--- src/rtl/bus_arb_mux_if.sv ---
// Bus bundle for bus_arb_mux.
// Ports carried:
//   in_data   CHANNELS*WIDTH  flattened channel words (channel i at [i*WIDTH +: WIDTH])
//   in_valid  CHANNELS        per-channel word-valid
//   in_ready  CHANNELS        per-channel accept from the arbiter
//   out_data  WIDTH           selected word
//   out_sel   SELW            index of the channel that supplied out_data
//   out_valid 1               out_data/out_sel hold a word
//   out_ready 1               downstream accept
// master: the side feeding the channels and draining the output.
// slave : the arbiter/mux itself.
interface bus_arb_mux_if #(
    parameter int WIDTH    = 64,
    parameter int CHANNELS = 4
);
    localparam int SELW = (CHANNELS > 1) ? $clog2(CHANNELS) : 1;

    logic [CHANNELS*WIDTH-1:0] in_data;
    logic [CHANNELS-1:0]       in_valid;
    logic [CHANNELS-1:0]       in_ready;
    logic [WIDTH-1:0]          out_data;
    logic [SELW-1:0]           out_sel;
    logic                      out_valid;
    logic                      out_ready;

    modport master (
        output in_data, in_valid, out_ready,
        input  in_ready, out_data, out_sel, out_valid
    );

    modport slave (
        input  in_data, in_valid, out_ready,
        output in_ready, out_data, out_sel, out_valid
    );
endinterface

--- src/rtl/bus_arb_mux.sv ---
// N-to-1 arbitrating multiplexer with a single registered output stage.
// Ports:
//   clk      rising-edge clock
//   reset_n  synchronous active-low reset
//   bus      bus_arb_mux_if.slave (channel inputs, in_ready, registered output)
// Arbitration searches from ptr upward (wrapping) for the first valid
// channel; with ROUND_ROBIN=0 the search always starts at channel 0.
module bus_arb_mux #(
    parameter int WIDTH       = 64,
    parameter int CHANNELS    = 4,
    parameter int ROUND_ROBIN = 1
) (
    input  logic          clk,
    input  logic          reset_n,
    bus_arb_mux_if.slave  bus
);
    localparam int SELW = (CHANNELS > 1) ? $clog2(CHANNELS) : 1;

    logic [WIDTH-1:0]    out_data_r;
    logic [SELW-1:0]     out_sel_r;
    logic                out_valid_r;
    logic [SELW-1:0]     ptr_r;

    logic                space_s;
    logic [SELW-1:0]     start_s;
    logic [CHANNELS-1:0] grant_s;
    logic [SELW-1:0]     gsel_s;
    logic                found_s;
    logic [SELW:0]       sum_s;
    logic [CHANNELS-1:0] ready_s;
    logic                take_s;
    logic [WIDTH-1:0]    sel_data_s;
    logic [SELW-1:0]     ptr_next_s;

    // Output register can accept a word when empty or draining this cycle.
    assign space_s = !out_valid_r || bus.out_ready;

    // Search start point: rotating pointer, or fixed at channel 0.
    always_comb begin
        start_s = '0;
        if (ROUND_ROBIN != 0) begin
            start_s = ptr_r;
        end else begin
            start_s = '0;
        end
    end

    // First valid channel at or above start_s, wrapping; one-hot grant.
    always_comb begin
        grant_s = '0;
        gsel_s  = '0;
        found_s = 1'b0;
        sum_s   = '0;
        for (int k = 0; k < CHANNELS; k++) begin
            sum_s = {1'b0, start_s} + (SELW+1)'(k);
            if (sum_s >= (SELW+1)'(CHANNELS)) begin
                sum_s = sum_s - (SELW+1)'(CHANNELS);
            end else begin
                sum_s = sum_s;
            end
            if (!found_s && bus.in_valid[sum_s[SELW-1:0]]) begin
                found_s                    = 1'b1;
                grant_s[sum_s[SELW-1:0]]   = 1'b1;
                gsel_s                     = sum_s[SELW-1:0];
            end else begin
                found_s = found_s;
            end
        end
    end

    // Reset gates in_ready combinationally so nothing is accepted while held.
    assign ready_s      = grant_s & {CHANNELS{space_s && reset_n}};
    assign take_s       = |ready_s;
    assign bus.in_ready = ready_s;

    // AND-OR mux of the granted channel's word (grant is one-hot or zero).
    always_comb begin
        sel_data_s = '0;
        for (int c = 0; c < CHANNELS; c++) begin
            sel_data_s = sel_data_s | ({WIDTH{grant_s[c]}} & bus.in_data[c*WIDTH +: WIDTH]);
        end
    end

    // Pointer moves to the channel just after the winner, wrapping at the top.
    always_comb begin
        ptr_next_s = '0;
        if (gsel_s == SELW'(CHANNELS - 1)) begin
            ptr_next_s = '0;
        end else begin
            ptr_next_s = gsel_s + SELW'(1);
        end
    end

    // Output register and arbitration pointer update.
    always_ff @(posedge clk) begin
        if (!reset_n) begin
            out_data_r  <= '0;
            out_sel_r   <= '0;
            out_valid_r <= 1'b0;
            ptr_r       <= '0;
        end else begin
            if (take_s) begin
                out_data_r  <= sel_data_s;
                out_sel_r   <= gsel_s;
                out_valid_r <= 1'b1;
            end else if (bus.out_ready) begin
                // Drain without refill: data and index stay for observability.
                out_valid_r <= 1'b0;
            end else begin
                out_valid_r <= out_valid_r;
            end
            if (take_s && (ROUND_ROBIN != 0)) begin
                ptr_r <= ptr_next_s;
            end else begin
                ptr_r <= ptr_r;
            end
        end
    end

    assign bus.out_data  = out_data_r;
    assign bus.out_sel   = out_sel_r;
    assign bus.out_valid = out_valid_r;
endmodule

--- src/flat_wrapper.sv ---
// flat-port wrapper written by rule: the top's interface ports become plain ports
module bus_arb_mux_flat 
#(
    parameter int WIDTH       = 64,
    parameter int CHANNELS    = 4,
    parameter int ROUND_ROBIN = 1
)
  (clk, reset_n, bus_in_data, bus_in_valid, bus_out_ready, bus_in_ready, bus_out_data, bus_out_sel, bus_out_valid);
  bus_arb_mux_if #(.WIDTH(WIDTH), .CHANNELS(CHANNELS)) bus_i ();
  input  logic clk;
  input  logic reset_n;
  input wire logic [$bits(bus_i.in_data)-1:0] bus_in_data;
  input wire logic [$bits(bus_i.in_valid)-1:0] bus_in_valid;
  input wire logic [$bits(bus_i.out_ready)-1:0] bus_out_ready;
  output wire logic [$bits(bus_i.in_ready)-1:0] bus_in_ready;
  output wire logic [$bits(bus_i.out_data)-1:0] bus_out_data;
  output wire logic [$bits(bus_i.out_sel)-1:0] bus_out_sel;
  output wire logic [$bits(bus_i.out_valid)-1:0] bus_out_valid;
  assign bus_i.in_data = bus_in_data;
  assign bus_i.in_valid = bus_in_valid;
  assign bus_i.out_ready = bus_out_ready;
  assign bus_in_ready = bus_i.in_ready;
  assign bus_out_data = bus_i.out_data;
  assign bus_out_sel = bus_i.out_sel;
  assign bus_out_valid = bus_i.out_valid;
  bus_arb_mux #(.WIDTH(WIDTH), .CHANNELS(CHANNELS), .ROUND_ROBIN(ROUND_ROBIN)) u_core (.clk(clk), .reset_n(reset_n), .bus(bus_i));
endmodule
--- config.mk ---
export PLATFORM = sky130hd
export DESIGN_NAME = bus_arb_mux_flat
export DESIGN_NICKNAME = d
export VERILOG_FILES = /design/src/rtl/bus_arb_mux_if.sv /design/src/rtl/bus_arb_mux.sv /design/src/flat_wrapper.sv
export SDC_FILE = /design/constraint.sdc
export NUM_CORES = 1
export LEC_CHECK = 0
export ABC_CLOCK_PERIOD_IN_PS = 3900
export BUFFER_PORTS_ARGS = -buffer_cell sky130_fd_sc_hd__buf_4
export CORE_AREA = 3 3 129 131
export CTS_BUF_LIST = sky130_fd_sc_hd__clkbuf_4 sky130_fd_sc_hd__clkbuf_8
export DETAILED_ROUTE_END_ITERATION = 16
export DIE_AREA = 0 0 132 134
export PLACE_DENSITY_LB_ADDON = 0.2
export SLEW_MARGIN = 10
export SYNTH_ARGS = -nofsm -noshare
export SYNTH_HDL_FRONTEND = slang
export SYNTH_SLANG_ARGS = --single-unit
--- constraint.sdc ---
create_clock -name clk -period 3.9 [get_ports clk]
set_input_delay 0.78 -clock clk [delete_from_list [all_inputs] [get_ports clk]]
set_output_delay 0.78 -clock clk [all_outputs]
set_load 0.05 [all_outputs]
==> flow_metrics.env <==
export IMPL_post_cts_setup_buffer_count=0
export IMPL_grt_overflow_total=0
export IMPL_synth_edf_count=0
export IMPL_drive_above_1_share=0.426
export IMPL_critPathLaunchType="register"
export IMPL_synth_fp_nets=884
export IMPL_post_route_period_util=0.952
export IMPL_drt_iter0_markers=831
export IMPL_timing_hold_ws_ns=0.466
export IMPL_cts_hold_buf=0
export IMPL_synthSimpleGateAreaFrac=0.116
export IMPL_finalMaxSlewViolations=0
export IMPL_cts_buffers=9
export IMPL_vias_per_cell=6.13
export IMPL_cts_tree="yes"
export IMPL_synth_cell_type_count=45
export IMPL_tightestPinTransition_ns=0.851
export IMPL_clkTransAtPathRegs_ns=0.08
export IMPL_relSlewSlack=0.432
export IMPL_grt_first_pass_wirelength_um=36100
export IMPL_crit_path_end_kind="output pin"
export IMPL_synth_xor_area_frac=0.00169
export IMPL_fp_dieArea_um2=17700
export IMPL_root_buffer="clkbuf_8"
export IMPL_synth_warnings=0
export IMPL_synth_flop_cell="dfxtp_1"
export IMPL_initial_core_util=0.330
export IMPL_fp_row_count=46
export IMPL_status="finished clean"
export IMPL_rsz0062_at_grt="no"
export IMPL_fin_skew_ns=0.00963
export IMPL_io_pins=334
export IMPL_first_pass_iters=13
export IMPL_setup_viol=0
export IMPL_final_nets=1175
export IMPL_cts_buffer_depth=2
export IMPL_grt_pass1_vias=6714
export IMPL_die_h_um=134
export IMPL_clock_latency_ns=0.36
export IMPL_min_path_type="reg2reg"
export IMPL_busiest_layer="met2"
export IMPL_grt_max_degree=71
export IMPL_async_reset_ff_frac=0
export IMPL_place_gp_congestion=0.896
export IMPL_synth_seq_cells=69
export IMPL_synth_top_family_by_area="compound AO/OA/AOI/OAI gates"
export IMPL_ir_worst_vdd_v=0.000383
export IMPL_synth_area_um2=5180
export IMPL_numClockSinks=69
export IMPL_synth_compound_area_frac=0.516
export IMPL_antenna_found_initial=0
export IMPL_critPathRequiredTime_ns=3.12
export IMPL_cp_arrival_ns=2.93
export IMPL_coreArea_um2=15700
export IMPL_max_freq_ghz=0.269
export IMPL_antenna_left=0
export IMPL_muxShareOfSynthArea=0.0169
export IMPL_avgSynthCellArea_um2=8.43
export IMPL_grt_usage=0.250
export IMPL_crit_type="reg2out"
export IMPL_leakagePower_nw=3.36
export IMPL_path_max_fanout=10
export IMPL_powerDensity_nw_per_um2=815
export IMPL_syn_to_final_growth_pct=56.0
export IMPL_num_vias=6908
export IMPL_n_antenna_cell=0
export IMPL_use_met3=0.0581
export IMPL_grt_use_met1=0.306
export IMPL_cts_htree_levels=3
export IMPL_hpwlAfterDp_um=16000
export IMPL_port_buffers=333
export IMPL_synthAdderAreaFrac=0.0145
export IMPL_grtUsageMet2=0.426
export IMPL_synth_seq_area_share=0.267
export IMPL_maxCapViolCount=0
export IMPL_timing_hold_violations_final=0
export IMPL_drt_wl_total_um=23900
export IMPL_finish_utilization=0.515
export IMPL_syn_inst=615
export IMPL_die_x_um=132
export IMPL_cts_resized_gates=0
export IMPL_wl_per_cell_um=21.2
export IMPL_fin_crit_ns=3.71
export IMPL_drc_errors=0
==> power breakdown <==
part / leakage (nW) / internal, W / switching, W
logic: 2.67 / 0.00166 / 0.00306
clock network: 0.120 / 0.000401 / 0.000304
registers: 0.571 / 0.00101 / 0.000148
==> final timing paths <==
kind	start	end	slack, ns	cells after the start
max	register	bus_in_ready[0]	0.19	8
min	u_core.bus.out_sel[1]	u_core.bus.out_sel[1]	0.47	2
min reg2reg	u_core.bus.out_sel[1]	u_core.bus.out_sel[1]	0.47	2
max reg2reg	register	u_core.bus.out_data[36]	0.52	10
==> stage by stage <==
stage / instance area, um2 / power, W / std cells / TNS, ns / setup WS, ns
after floorplan: 5190 / 0.00438 / 615 / -0.0978 / -0.0978
after global placement: 7850 / 0.00585 / 1111 / 0 / 0.438
after detailed placement: 7850 / 0.00584 / 1111 / 0 / 0.419
after CTS: 8080 / 0.00657 / 1127 / 0 / 0.0395
after global routing: 8090 / 0.00696 / 1127 / 0 / 0.0665
final: 8090 / 0.00659 / 1127 / 0 / 0.188
==> placed cells by master, fill, tap and decap left out, drive strengths merged, types with 2 or more instances in the layout <==
cell type,netlist,final
a2111o,2,2
a2111oi,63,63
a21boi,2,2
a21oi,69,69
a222oi,65,65
a22o,63,63
a2bb2oi,2,2
a32oi,2,2
and2,4,4
buf,12,354
bufinv,0,2
clkbuf,62,12
clkinv,0,2
dfxtp,69,69
ha,6,6
inv,5,5
mux2i,2,2
mux4,3,3
nand2,14,14
nand3,3,3
nand3b,4,4
nor2,7,7
nor2b,64,64
nor3,3,3
o211ai,3,3
o21ai,70,70
o221ai,2,2
o31ai,2,2
==> synth_stat cells, drive strengths merged (3+ instances only) <==
master	count	share of area
clkbuf	62	0.045
nand3b	4	0.0058
nor2b	64	0.077
a21oi	69	0.067
buf	12	0.020
a2111oi	63	0.11
nor3	3	0.0029
inv	5	0.0036
nor2	7	0.0051
o21ai	70	0.068
and2	4	0.0053
a222oi	65	0.13
nand3	3	0.0029
mux4	3	0.013
o211ai	3	0.0043
nand2	14	0.010
a22o	63	0.11
ha	6	0.014
dfxtp	69	0.27
==> cells by family (layout without fill, tap and decap cells) <==
group,count (synthesis),in the layout
fa+ha+maj,6,6
mux,5,5
compound gates,352,352
buf+inv,79,375
simple gates,103,103
xor+xnor,1,1
flops,69,69
==> area by class of cell <==
cell class | count | area [um2]
clock inverters | 4 | 70.1
clock buffers | 12 | 159
multi-input cells | 467 | 3520
inverters | 5 | 18.8
flip-flops and latches | 69 | 1380
well taps | 216 | 270
repair buffers | 354 | 2670
fillers | 1555 | 7630
==> registers in the layout, indices dropped and copies added, names as in the netlist, named ones only <==
register	count
u_core.bus.out_valid	1
u_core.bus.out_data	64
u_core.ptr_r	1
u_core.bus.out_sel	2
==> worst max-delay path, cell delays in order, from the launching register on <==
cell and delay, ns:
dfxtp_1 0.32, inv_1 0.14, ha_2 0.37, or3b_1 0.37, a2111o_1 0.49, and2_4 0.22
o221ai_4 0.26, and2_1 0.20, buf_4 0.20
==> layer usage <==
| layer | up-vias | part of all wire |
|---|---|---|
| met2 | 434 | 0.49 |
| met1 | 3276 | 0.39 |
| met5 | - | 0 |
| li1 | 3154 | - |
| met3 | 44 | 0.096 |
| met4 | 0 | 0.029 |
No activity file was read; power rests on OpenSTA's default activity.
